`config.mk`:
```
export PLATFORM = sky130hd
export DESIGN_NAME = encoder_4_2_sync
export DESIGN_NICKNAME = d
export VERILOG_FILES = /design/src/rtl/encoder_4_2_sync_pkg.sv /design/src/rtl/encoder_4_2_sync_prio_enc_n.sv /design/src/rtl/encoder_4_2_sync.sv
export SDC_FILE = /design/constraint.sdc
export NUM_CORES = 1
export LEC_CHECK = 0
export BUFFER_PORTS_ARGS = -buffer_cell sky130_fd_sc_hd__clkbuf_2
export CELL_PAD_IN_SITES_DETAIL_PLACEMENT = 1
export CELL_PAD_IN_SITES_GLOBAL_PLACEMENT = 1
export CORE_MARGIN = 3
export CORE_UTILIZATION = 36
export CTS_CLUSTER_DIAMETER = 150
export DETAILED_ROUTE_END_ITERATION = 6
export MAX_ROUTING_LAYER = met4
export PLACE_DENSITY = 0.75
export SYNTH_ARGS = -nofsm -noshare
export SYNTH_HDL_FRONTEND = slang
export SYNTH_SLANG_ARGS = --single-unit
```
`constraint.sdc`:
```
create_clock -name clk -period 2.34 [get_ports clk]
set_clock_uncertainty 0.1 [all_clocks]
set_input_delay 0 -clock clk [delete_from_list [all_inputs] [get_ports clk]]
set_output_delay 0 -clock clk [all_outputs]
set_load 0.005 [all_outputs]
```
`src/rtl/encoder_4_2_sync_pkg.sv`:
```
// Shared types and sizing constants for the registered priority encoder.
// The FSM encoding is fixed so the state bit can be observed on a bus if needed.
package encoder_4_2_sync_pkg;

    typedef enum logic {
        IDLE = 1'b0,
        HOLD = 1'b1
    } state_t;

    localparam int ENC_N = 4;
    localparam int ENC_W = $clog2(ENC_N);

endpackage

```
`src/rtl/encoder_4_2_sync_prio_enc_n.sv`:
```
// Combinational highest-index-wins encoder: bit N-1 has top priority.
// A zero input yields index 0 with any=0.
module prio_enc_n #(
    parameter int N = 4,
    parameter int W = 2
) (
    input  logic [N-1:0] vec,
    output logic [W-1:0] idx,
    output logic         any
);

    always_comb begin
        idx = '0;
        // Ascending scan so the last (highest) set bit overwrites lower ones.
        for (int k = 0; k < N; k++) begin
            if (vec[k]) begin
                idx = W'(k);
            end
        end
        any = |vec;
    end

endmodule

```
`src/rtl/encoder_4_2_sync.sv`:
```
// Registered priority encoder with sticky pending lines and a valid/ack handshake.
// The presented code is held until accepted; accepted lines are cleared from pending.
module encoder_4_2_sync
    import encoder_4_2_sync_pkg::*;
#(
    parameter int N = ENC_N,
    parameter int W = ENC_W
) (
    input  logic         clk,
    input  logic         rst,
    input  logic         En,
    input  logic [N-1:0] I,
    output logic [W-1:0] Y,
    output logic         V,
    input  logic         Ack,
    output logic [N-1:0] Pend,
    output logic         Err
);

    if (N < 2 || (N & (N - 1)) != 0) begin : g_bad_n
        $error("encoder_4_2_sync: N must be a power of two and at least 2");
    end
    if (W != $clog2(N)) begin : g_bad_w
        $error("encoder_4_2_sync: W must equal clog2(N)");
    end

    state_t         state;
    state_t         state_next;
    logic [N-1:0]   pend;
    logic [N-1:0]   capt;
    logic [N-1:0]   clr;
    logic [N-1:0]   masked;
    logic [N-1:0]   sel;
    logic [W-1:0]   y_q;
    logic [W-1:0]   y_next;
    logic [W-1:0]   idx;
    logic           v_q;
    logic           v_next;
    logic           err_q;
    logic           any;
    logic           fire;

    always_comb begin
        capt   = En ? I : '0;
        fire   = v_q & Ack;
        clr    = fire ? (N'(1) << y_q) : '0;
        masked = pend & ~clr;
        // In HOLD the line being accepted must not be re-selected this cycle.
        sel    = (state == HOLD) ? masked : pend;
    end

    prio_enc_n #(
        .N (N),
        .W (W)
    ) u_prio (
        .vec (sel),
        .idx (idx),
        .any (any)
    );

    always_comb begin
        state_next = state;
        y_next     = y_q;
        v_next     = v_q;
        case (state)
            IDLE: begin
                if (any) begin
                    y_next     = idx;
                    v_next     = 1'b1;
                    state_next = HOLD;
                end else begin
                    v_next = 1'b0;
                end
            end
            HOLD: begin
                // No preemption: the code only changes on acceptance.
                if (fire) begin
                    if (any) begin
                        y_next = idx;
                    end else begin
                        v_next     = 1'b0;
                        state_next = IDLE;
                    end
                end
            end
            default: begin
                v_next     = 1'b0;
                state_next = IDLE;
            end
        endcase
    end

    always_ff @(posedge clk) begin
        if (rst) begin
            state <= IDLE;
            pend  <= '0;
            y_q   <= '0;
            v_q   <= 1'b0;
            err_q <= 1'b0;
        end else begin
            state <= state_next;
            // Set wins over clear when a line is accepted and re-requested together.
            pend  <= masked | capt;
            y_q   <= y_next;
            v_q   <= v_next;
            err_q <= err_q | (|(capt & masked));
        end
    end

    assign Y    = y_q;
    assign V    = v_q;
    assign Pend = pend;
    assign Err  = err_q;

endmodule
```
# After elaboration in Yosys (flattened, before gate mapping)

Cells that the tools add are included.

Equal/unequal tests: 2
Shift-type cells: 1
Mux-type cells: 15
Bitwise operators: 7
Reductions and logical operators: 3

Operators with widths:

| kind                                                                    | count |
|---|---|
| 4-bit 2-to-1 mux                                                        | 3 |
| 4-bit bitwise AND                                                       | 2 |
| 2-bit 2-to-1 mux                                                        | 4 |
| 4-bit OR reduction                                                      | 2 |
| 1-bit 2-to-1 mux                                                        | 5 |
| 4-bit NOT                                                               | 1 |
| 4-bit bitwise OR                                                        | 1 |
| 1-bit one-hot mux with 2 select lines                                   | 2 |
| 2-bit one-hot mux with 2 select lines                                   | 1 |
| 1-bit by 2-bit left shift with 4-bit output, first input constant       | 1 |
| 2-bit by 1-bit inequality test with 1-bit output, second input constant | 1 |
| 2-bit inequality test, second input constant                            | 1 |
| 2-bit AND reduction                                                     | 1 |
| 1-bit bitwise AND                                                       | 1 |
| 1-bit NOT                                                               | 1 |
| 1-bit bitwise OR                                                        | 1 |

Flip-flop bits (word level): 9
Bits of input ports: 8
Output and inout bits: 8
Word-level logic and storage cells: 33

# Logic depth before layout (Yosys ltp)

Depth in word-level cells: 11
Gate-level depth with buffers: 5
Mapped depth without buffers: 5

# Cells and area by module

From an unflattened synthesis, not the netlist that was laid out.

Cell total of the unflattened synthesis: 53
Area, all modules: 429.2 um^2

Modules (own cells, without submodules):

| module           | instances | cells an instance | area each (um^2) | seq. area each (um^2) |
|---|---|---|---|---|
| encoder_4_2_sync | 1         | 49                | 405.4            | 180.2 |
| prio_enc_n       | 1         | 4                 | 23.8             | 0.0 |

# Least setup slack after synthesis

Ideal clock, no wire load.

Path kind: register to register
Start point: register v_q (netlist: V)
End point: register y_q[1] (netlist: Y[1])
Setup time: 0.071 ns
Arrival time: 1.277 ns
Required time: 2.169 ns
Slack: 0.893 ns
Stages on the path, launching flop included: 6
Buffers on the path: 0
Period minus slack after synthesis: 1.447 ns
Cells stage by stage: dfxtp_1 > and4_1 > o21ai_2 > a221oi_4 > o21ai_1 > a21oi_1

Cells in the longest elaborated chain, start to end: 10
Elaborated cells on any way between the ends: 12

Ends and longest elaborated chain:

| element                               | line                                           | text |
|---|---|---|
| start, declared                       | encoder_4_2_sync.sv:37                         | `logic v_q;` |
| start signal, assigned                | encoder_4_2_sync.sv:105                        | `v_q <= v_next;` |
| 1-bit bitwise AND (*)                 | encoder_4_2_sync.sv:45                         | `fire = v_q & Ack;` |
| 4-bit 2-to-1 mux                      | encoder_4_2_sync.sv:46                         | `clr = fire ? (N'(1) << y_q) : '0;` |
| 4-bit NOT                             | encoder_4_2_sync.sv:47                         | `masked = pend & ~clr;` |
| 4-bit bitwise AND                     | encoder_4_2_sync.sv:47                         |  |
| 4-bit 2-to-1 mux                      | encoder_4_2_sync.sv:49                         | `sel = (state == HOLD) ? masked : pend;` |
| 2-bit 2-to-1 mux (2 in series)        | encoder_4_2_sync_prio_enc_n.sv:16              | `if (vec[k]) begin` |
| 2-bit 2-to-1 mux                      | encoder_4_2_sync.sv:67, encoder_4_2_sync.sv:78 |  |
| 2-bit 2-to-1 mux                      | encoder_4_2_sync.sv:77                         | `if (fire) begin` |
| 2-bit one-hot mux with 2 select lines | encoder_4_2_sync.sv:65                         | `case (state)` |
| end signal, assigned                  | encoder_4_2_sync.sv:104                        | `y_q <= y_next;` |
| end, declared                         | encoder_4_2_sync.sv:34                         | `logic [W-1:0] y_q;` |

Every way passes the cells marked *; elsewhere a longest branch is shown, timed or not. The select of a mux whose other input is x is not followed.
A chain may end at the register's enable or synchronous reset.

# Worst setup path in the final report

Start point: register y_q[1] (netlist: Y[1])
End point: register pend[1] (netlist: Pend[1])

Cells in the longest elaborated chain, start to end: 5

Ends and longest elaborated chain:

| element                                     | line                    | text |
|---|---|---|
| 1-bit by 2-bit left shift with 4-bit output | encoder_4_2_sync.sv:46  |  |
| 4-bit 2-to-1 mux                            | encoder_4_2_sync.sv:46  |  |
| 4-bit NOT                                   | encoder_4_2_sync.sv:47  |  |
| 4-bit bitwise AND                           | encoder_4_2_sync.sv:47  |  |
| 4-bit bitwise OR                            | encoder_4_2_sync.sv:103 | `pend <= masked \| capt;` |
| end signal, assigned                        | encoder_4_2_sync.sv:103 |  |
| end, declared                               | encoder_4_2_sync.sv:29  | `logic [N-1:0] pend;` |

No other way between the ends.

==> flow_metrics.py <==
metrics = {
    "power_and_ir_drop": {
        "ir_worst_vdd_v": 0.0003287,
        "p_int_mw": 0.2924,
        "comb_power_share_pct": 24.9,
        "p_sw_share_pct": 32.77,
        "p_sw_mw": 0.1425,
        "finalPower_mw": 0.4349,
        "p_per_area_nw_per_um2": 575.5,
        "p_seq_share_pct": 45.2,
        "power.leakage_nw": 0.3194,
        "clockPowerShare_pct": 29.9,
    },
    "routing": {
        "wl_per_cell_um": 19.16,
        "vias": 619,
        "drt_iter0_markers": 14,
        "drc": 0,
        "drt-pass1-iter-count": 4,
        "ant_nets": 0,
        "drt-total-wl_um": 2012,
        "drt-vias-per-instance": 5.895,
    },
    "logic_synthesis": {
        "synth_edf_count": 0,
        "synthCells": 59,
        "synth_cell_types": 26,
        "synth_commonest_cells": "dfxtp_1, a21oi_1, nand2_1, nor2_1, inv_1",
        "synth_top_area_share_pct": 36.09,
        "syn_area_per_cell_um2": 8.462,
        "yosysTopAreaCell": "dfxtp_1",
        "yosys.cell_count.top_type": "dfxtp_1",
        "async_flop_share_pct": 0,
        "synthFlopType": "dfxtp_1",
        "syn_nets": 67,
        "yosysSeqAreaShare_pct": 36.09,
        "yosys_warnings": 0,
        "synth_area_leaders": "dfxtp_1, a21oi_1, a221oi_4",
        "synth-seq-cells": 9,
        "synthesis.area_um2": 499.2,
    },
    "final_layout": {
        "fin_util_pct": 62.92,
        "area_growth_pct": 51.38,
        "insertedDiodeCount": 0,
        "nets": 100,
        "drive_gt1_share_pct": 27.47,
        "fillCellCount": 150,
        "final_area_um2": 755.7,
        "multi_input_area_um2": 300.3,
        "regArea_um2": 183.9,
        "final_cells": 105,
    },
    "floorplan": {
        "start_util_pct": 41.56,
        "dieArea_um2": 1870,
        "io_pins": 16,
        "fp.coreArea_um2": 1201,
        "placementRows": 12,
        "dieHeight_um": 43.24,
        "die_w_um": 43.24,
    },
    "outcome": {
        "status": "finished clean",
    },
    "timing": {
        "finalSetupViolations": 0,
        "timing.hold.ws_ns": 0.05769,
        "period_share_pct": 94.53,
        "slew_viol_final": 0,
        "finalHoldViolations": 0,
        "setup_tns_ns": 0,
        "fmax_mhz": 452.1,
        "worst_pin_slew_ns": 0.3487,
        "rsz0062_at_grt": "no",
        "relSlewSlack_pct": 76.75,
        "min_period_ns": 2.212,
        "layout_setup_ws_ns": 0.1279,
    },
    "setup_path": {
        "rrSetupSlack_ns": 0.13,
        "endpoint_kind": "flop",
        "cp.required_ns": 2.40,
        "reg2reg_to": "Pend[1]$_SDFF_PP0_",
        "reg2reg_depth": 5,
        "crit_arrival_ns": 2.27,
        "r2r_start": "Y[1]$_SDFFE_PP0P_",
        "cp_max_fo": 9,
        "setup.worst_path.start_class": "flop",
        "crit_type": "reg -> reg",
    },
    "worst_hold_path": {
        "min_to": "V$_SDFFE_PP0P_",
        "worstHoldPathType": "in -> reg",
        "min_from": "Ack",
        "hold_depth": 3,
    },
    "clock_network": {
        "clk_pin_slew_ns": 0.07,
        "htreeDepth": 1,
        "cts_tree": "built",
        "clock-sinks": 9,
        "clk_latency_ns": 0.27,
        "ctsRootBufferMaster": "clkbuf_4",
        "cts_inserted_buffers": 3,
        "cts_buffer_depth": 2,
    },
    "global_routing": {
        "grt.overflow.total": 0,
        "grt_start_max_net_pins": 11,
        "grt_pass1_vias": 693,
        "track_usage_pct": 26.21,
        "grt_pass1_wl_um": 3532,
        "antenna_found_initial": 0,
    },
    "placement": {
        "dp_hpwl_um": 1084,
        "place_ws_ns": 0.6841,
        "gp_congestion": 0.7559,
        "placed_area_um2": 588.1,
        "portBuffers": 15,
        "dp_cells": 87,
    },
    "job": {
        "cap_violations": 0,
    },
}
==> per-layer routing <==
layer	up-vias	global-route usage [%]	part of all wire (%)	wire [µm]
met1	305	29.00	41	827
met3	5	6.780	3.7	74
met2	18	43.36	53	1069
li1	291	-	-	-
met5	-	-	0	0
met4	0	12.05	1.9	39
==> cell usage in the layout, fill, tap and decap left out, types with 2 or more instances in the layout <==
cell type      netlist  final
a32o_1               2      2
a22oi_1              3      3
nor2_1               5      5
clkbuf_2             0     15
inv_1                4      4
nand2_1              5      5
dfxtp_2              0      3
nand2b_1             2      2
clkbuf_4             0      3
dlygate4sd3_1        0     13
nand4b_1             2      2
o21a_1               2      2
nand3_1              2      2
nor2b_1              2      2
nand4_1              2      2
dfxtp_1              9      6
a21oi_1              6      6
==> flip-flops by register name, summed over array words and instances (netlist names) <==
register,count
Err,1
Pend,4
V,1
Y,2
state,1
==> power by group through the flow <==
| stage | combinational, mW | sequential (mW) | clock [mW] |
|---|---|---|---|
| finish | 0.108 | 0.197 | 0.130 |
| detailed placement | 0.0813 | 0.197 | 0 |
| global route | 0.118 | 0.200 | 0.149 |
| floorplan | 0.0501 | 0.190 | 0 |
| CTS | 0.101 | 0.193 | 0.128 |
| global placement | 0.0795 | 0.195 | 0 |
==> cells by family (layout without fill, tap and decap cells) <==
kind of cell / after synthesis / after routing / synth area share (%)
buf+inv: 5 / 37 / 3.758
simple gates: 23 / 23 / 26.07
compound gates: 22 / 22 / 34.09
flops: 9 / 9 / 36.09
==> worst max-delay path, stage by stage (launching register included) <==
cell and delay (ns):
dfxtp_2 0.37, nand4b_1 0.24, a22oi_1 0.20, dlygate4sd3_1 0.58, nor2_1 0.05, dlygate4sd3_1 0.57
==> worst max path at each step <==
stage                                 start                 end  slack [ns]  depth (start not counted)
final                     Y[1]$_SDFFE_PP0P_  Pend[1]$_SDFF_PP0_        0.13                          5
after global routing      Y[1]$_SDFFE_PP0P_  Pend[1]$_SDFF_PP0_        0.05                          5
after CTS                    V$_SDFFE_PP0P_  Pend[1]$_SDFF_PP0_        0.12                          5
after detailed placement     V$_SDFFE_PP0P_   Y[1]$_SDFFE_PP0P_        0.68                          5
after global placement       V$_SDFFE_PP0P_   Y[1]$_SDFFE_PP0P_        0.74                          5
after floorplan              V$_SDFFE_PP0P_   Y[1]$_SDFFE_PP0P_        0.89                          5
==> timing repair <==
action	4_1_cts	5_1_grt
resized for setup	0	3
hold endpoints to repair	8	0
setup endpoints to repair	0	1
setup buffers	0	1
hold buffers	13	0
==> layout make-up <==
cell class	instances	area share, %
inverters	4	1.987
clock buffers	4	3.477
flip-flops and latches	9	24.34
well taps	14	2.318
repair buffers	29	28.15
multi-input cells	45	39.74
(Power assumes the default switching activity.)
